`config.mk`:
```
export PLATFORM = sky130hd
export DESIGN_NAME = uart_tx
export DESIGN_NICKNAME = d
export VERILOG_FILES = /design/src/rtl/uart_tx.sv
export SDC_FILE = /design/constraint.sdc
export NUM_CORES = 1
export LEC_CHECK = 0
export ABC_AREA = 0
export CORE_MARGIN = 10
export CORE_UTILIZATION = 35
export CTS_BUF_LIST = sky130_fd_sc_hd__clkbuf_16
export CTS_CLUSTER_SIZE = 30
export DETAILED_ROUTE_END_ITERATION = 7
export PLACE_DENSITY = 0.57
export SYNTH_ARGS = -nofsm -noshare
export SYNTH_HDL_FRONTEND = slang
export SYNTH_SLANG_ARGS = --single-unit
```
`constraint.sdc`:
```
create_clock -name clk50m -period 1.8 [get_ports clk50m]
set_input_delay 0.36 -clock clk50m [delete_from_list [all_inputs] [get_ports clk50m]]
set_output_delay 0.36 -clock clk50m [all_outputs]
set_load 0.005 [all_outputs]
```
`src/rtl/uart_tx.sv`:
```
// ============================================================================
// Module      : uart_tx
// Description : Byte-wide UART transmitter. Each byte is sent as a start bit,
//               8 data bits LSB first, optional parity, and 1 or 2 stop bits.
// Revision    : 1.0 - initial release
// ============================================================================
`default_nettype none

module uart_tx #(
    parameter int CLK_DIV   = 434,
    parameter int PARITY    = 0,
    parameter int STOP_BITS = 1
) (
    input  logic       clk50m,
    input  logic       reset_n,
    input  logic [7:0] txdata,
    input  logic       txvalid,
    output logic       txready,
    output logic       txd,
    output logic       busy,
    output logic       txdone
);

    // Out-of-range PARITY / STOP_BITS values fall back to no parity / one stop bit.
    localparam logic [15:0] c_div_m1   = 16'(CLK_DIV - 1);
    localparam logic        c_par_en   = (PARITY == 1) || (PARITY == 2);
    localparam logic        c_par_odd  = (PARITY == 2);
    localparam logic        c_two_stop = (STOP_BITS == 2);

    typedef enum logic [2:0] {
        S_IDLE   = 3'd0,
        S_START  = 3'd1,
        S_DATA   = 3'd2,
        S_PARITY = 3'd3,
        S_STOP   = 3'd4
    } state_t;

    state_t      r_state, w_state;
    logic [15:0] r_cnt,   w_cnt;
    logic [2:0]  r_idx,   w_idx;
    logic [7:0]  r_shift, w_shift;
    logic        r_par,   w_par;
    logic        r_stop,  w_stop;
    logic        r_txd,   w_txd;
    logic        r_ready;
    logic        r_busy;
    logic        r_done,  w_done;
    logic        w_tick;

    always_ff @(posedge clk50m) begin
        if (!reset_n) begin
            r_state <= S_IDLE;
            r_cnt   <= 16'd0;
            r_idx   <= 3'd0;
            r_shift <= 8'd0;
            r_par   <= 1'b0;
            r_stop  <= 1'b0;
            r_txd   <= 1'b1;
            r_ready <= 1'b0;
            r_busy  <= 1'b0;
            r_done  <= 1'b0;
        end else begin
            r_state <= w_state;
            r_cnt   <= w_cnt;
            r_idx   <= w_idx;
            r_shift <= w_shift;
            r_par   <= w_par;
            r_stop  <= w_stop;
            r_txd   <= w_txd;
            // Outputs are registered from the next state so they line up with it.
            r_ready <= (w_state == S_IDLE);
            r_busy  <= (w_state != S_IDLE);
            r_done  <= w_done;
        end
    end

    assign w_tick = (r_cnt == c_div_m1);

    always_comb begin
        w_state = r_state;
        w_cnt   = r_cnt;
        w_idx   = r_idx;
        w_shift = r_shift;
        w_par   = r_par;
        w_stop  = r_stop;
        w_done  = 1'b0;
        w_txd   = 1'b1;

        unique case (r_state)
            S_IDLE: begin
                // r_ready is only high in IDLE, and stays low for the first cycle out of reset.
                if (txvalid && r_ready) begin
                    w_shift = txdata;
                    w_par   = c_par_odd ? ~^txdata : ^txdata;
                    w_cnt   = 16'd0;
                    w_idx   = 3'd0;
                    w_stop  = 1'b0;
                    w_state = S_START;
                end
            end
            S_START: begin
                if (w_tick) begin
                    w_cnt   = 16'd0;
                    w_idx   = 3'd0;
                    w_state = S_DATA;
                end else begin
                    w_cnt = r_cnt + 16'd1;
                end
            end
            S_DATA: begin
                if (w_tick) begin
                    w_cnt   = 16'd0;
                    w_shift = {1'b0, r_shift[7:1]};
                    if (r_idx == 3'd7) begin
                        w_stop  = 1'b0;
                        w_state = c_par_en ? S_PARITY : S_STOP;
                    end else begin
                        w_idx = r_idx + 3'd1;
                    end
                end else begin
                    w_cnt = r_cnt + 16'd1;
                end
            end
            S_PARITY: begin
                if (w_tick) begin
                    w_cnt   = 16'd0;
                    w_stop  = 1'b0;
                    w_state = S_STOP;
                end else begin
                    w_cnt = r_cnt + 16'd1;
                end
            end
            S_STOP: begin
                if (w_tick) begin
                    w_cnt = 16'd0;
                    if (c_two_stop && !r_stop) begin
                        w_stop = 1'b1;
                    end else begin
                        w_stop  = 1'b0;
                        w_done  = 1'b1;
                        w_state = S_IDLE;
                    end
                end else begin
                    w_cnt = r_cnt + 16'd1;
                end
            end
            default: begin
                w_cnt   = 16'd0;
                w_state = S_IDLE;
            end
        endcase

        case (w_state)
            S_START:  w_txd = 1'b0;
            S_DATA:   w_txd = w_shift[0];
            S_PARITY: w_txd = w_par;
            default:  w_txd = 1'b1;
        endcase
    end

    assign txready = r_ready;
    assign txd     = r_txd;
    assign busy    = r_busy;
    assign txdone  = r_done;

endmodule

`default_nettype wire

```
==> results.py <==
metrics = {
    "placed_design": {
        "placed_area_um2": 2350,
        "routabilityCongestion": 0.810,
        "io_buffers": 14,
        "dp_hpwl_um": 3210,
        "dp_slack_ns": -0.315,
    },
    "global_route": {
        "grt_pass1_vias": 1606,
        "grt_util_all_layers_pct": 10.3,
        "grt_max_degree": 21,
        "grt_pass1_wl_um": 7190,
        "grt_overflow_total": 0,
        "antenna_found_initial": 0,
    },
    "synth": {
        "synth.most_common_cell": "dfxtp_1",
        "synth_largest_area_cell": "dfxtp_1",
        "synth.distinct_cells": 44,
        "synth_top_cells_by_count": "dfxtp_1, nor2_1, nand2_1",
        "syn-cell-area_um2": 1780,
        "synth_cells": 204,
        "syn_nets": 219,
        "synth_area_leaders": "dfxtp_1, xnor2_1, nor2_1",
        "ys.flop_type": "dfxtp_1",
        "synth-edff-count": 0,
        "ys_async_sr_fraction_pct": 0,
        "yosysWarnings": 0,
        "yosysSeqAreaShare_pct": 39.3,
        "ys_seq_elements": 35,
        "syn_avg_cell_area_um2": 8.73,
        "synth_top_area_share_pct": 39.3,
    },
    "floorplan": {
        "coreArea_um2": 4820,
        "rows": 25,
        "die_w_um": 91.4,
        "initial_core_util_pct": 37.0,
        "die_y_um": 91.4,
        "io_pins": 15,
        "die_area_um2": 8340,
    },
    "drt": {
        "drtIter0Drc": 108,
        "drc": 0,
        "ant_nets": 0,
        "wl_per_cell_um": 12.8,
        "vias": 1649,
        "drtPass1Iterations": 4,
        "via_per_inst": 4.94,
        "wl_um": 4290,
    },
    "power_and_ir_drop": {
        "powerDensity_nw_per_um2": 744,
        "p_leak_nw": 0.970,
        "peakVddDrop_uv": 498,
    },
    "finish": {
        "fin_nets": 281,
        "drive_gt1_share_pct": 31.5,
        "final_area_um2": 2570,
        "syn_to_final_growth_pct": 44.5,
        "n_antenna_cell": 0,
        "fillers": 473,
    },
    "sta": {
        "max_freq_mhz": 569,
        "skew_ns": 0.00603,
        "max-slew-margin-rel_pct": 69.6,
        "final-max-slew-violation-count": 0,
        "setup_ws_ns": 0.0414,
        "grt_setup_unrepaired": "true",
        "period_share_pct": 97.7,
        "setup_viol_count_final": 0,
        "period_minus_slack_ns": 1.76,
        "finalHoldViolCount": 0,
        "worst_pin_slew_ns": 0.453,
    },
    "worst_setup_path": {
        "crit_start": "r_cnt[1]",
        "path_max_fanout": 5,
        "path_class": "flip-flop to flip-flop",
        "reg2regPathDepth": 7,
        "cp.required_ns": 2.01,
        "rr_endpoint": "r_idx[0]",
        "r2r_slack_ns": 0.04,
        "worst_ep_arrival_time_ns": 1.97,
        "endpoint": "r_idx[0]",
        "rr_startpoint": "r_cnt[1]",
        "critPathLaunchType": "flip-flop",
        "crit_path_end_kind": "flip-flop",
    },
    "clocking": {
        "cts-buffers-inserted": 5,
        "cts_tree": "yes",
        "htree_levels": 2,
        "clk_pin_slew_ns": 0.06,
        "cts_buffer_depth": 2,
        "cts_sinks": 35,
        "cts_setup_buffers": 0,
        "cts_root_buf": "clkbuf_16",
        "clk_latency_ns": 0.28,
    },
    "hold_path": {
        "hp-class": "flip-flop to flip-flop",
    },
    "job": {
        "max-cap-violations": 0,
    },
    "status": {
        "outcome": "finished, final reports clean",
    },
}
[cell families after synthesis]
kind of cell | after synthesis | share of synthesized area (%)
fa+ha+maj | 4 | 2.81
mux | 1 | 0.562
buf+inv | 13 | 3.37
xor+xnor | 20 | 9.83
compound gates | 42 | 16.6
simple gates | 89 | 27.5
flops | 35 | 39.3
[report_power, final]
part | internal, mW | switching (mW) | leakage, nW
Combinational | 0.148 | 0.133 | 0.620
Clock | 0.502 | 0.312 | 0.0649
Sequential | 0.803 | 0.0173 | 0.285
Total | 1.45 | 0.463 | 0.970
[flip-flops by register name, summed over array words and instances, names as in the netlist]
register and cells:
r_shift 8, busy 1, r_idx 3, r_state 3, txready 1, r_cnt 16
txdone 1, r_par 1, txd 1
[cell usage in the layout, fill, tap and decap left out, drive strengths merged, types with 2 or more instances in the layout]
master	count
buf	50
dfxtp	35
nor2	29
nand2	19
a21oi	17
xnor2	14
clkdlybuf4s50	13
a22oi	10
nand3	7
xor2	6
o21ai	6
nand4	5
nor3	5
clkbuf	5
inv	4
ha	4
nor2b	3
a31oi	3
a2111oi	3
nor4	3
and4bb	2
nand4b	2
and3	2
clkinv	2
nor3b	2
and4	2
a211oi	2
[timing repair]
| item | in CTS | in global routing |
|---|---|---|
| hold endpoints to repair | 0 | 0 |
| hold buffers | 0 | 0 |
| pin swaps | 5 | 5 |
| gates resized for setup | 9 | 14 |
| setup endpoints to repair | 16 | 19 |
[cell type report]
cell class	count	area, um2	area share [%]
timing repair buffer	64	527	20.5
multi-input combinational	156	1100	42.9
tap	67	83.8	3.26
sequential	35	704	27.4
clock buffer	5	125	4.86
clock inverter	3	15.0	0.583
inverter	4	15.0	0.583
[per-layer routing]
| layer | share of wire [%] | up-vias | global-route usage [%] |
|---|---|---|---|
| li1 | - | 856 | - |
| met1 | 49 | 758 | 12.8 |
| met2 | 46 | 28 | 16.5 |
| met3 | 3.5 | 7 | 3.13 |
| met4 | 1.3 | 0 | 3.92 |
| met5 | 0 | - | 0 |
[worst max-delay path, stage by stage, from the launching register on]
cell,delay [ns]
dfxtp_2,0.32
inv_2,0.06
ha_4,0.11
and4bb_2,0.25
and4_4,0.28
a21oi_4,0.07
or4b_4,0.49
a21oi_2,0.12
[how the worst min path moves through the flow]
stage / slack, ns / start / to / depth (start not counted)
floorplan: 0.44 / r_shift[2] / r_shift[2] / 2
global placement: 0.44 / r_shift[4] / r_shift[4] / 2
detailed placement: 0.45 / r_shift[2] / r_shift[2] / 2
CTS: 0.46 / r_shift[2] / r_shift[2] / 2
global route: 0.49 / r_shift[4] / r_shift[4] / 2
finish: 0.46 / r_shift[4] / r_shift[4] / 2
[stage by stage]
step           std cells  power [mW]  hold slack, ns  util (%)  setup TNS, ns
4_1_cts              334        1.93           0.463      52.3              0
3_5_place_dp         326        1.10           0.454      48.8          -4.42
6_report             334        1.92           0.457      53.4              0
2_1_floorplan        204       0.969           0.436         -              0
3_3_place_gp         326        1.10           0.444      48.8          -4.64
5_1_grt              334        2.00           0.486      53.4         -0.351
Power figures use the tool's default switching activity.
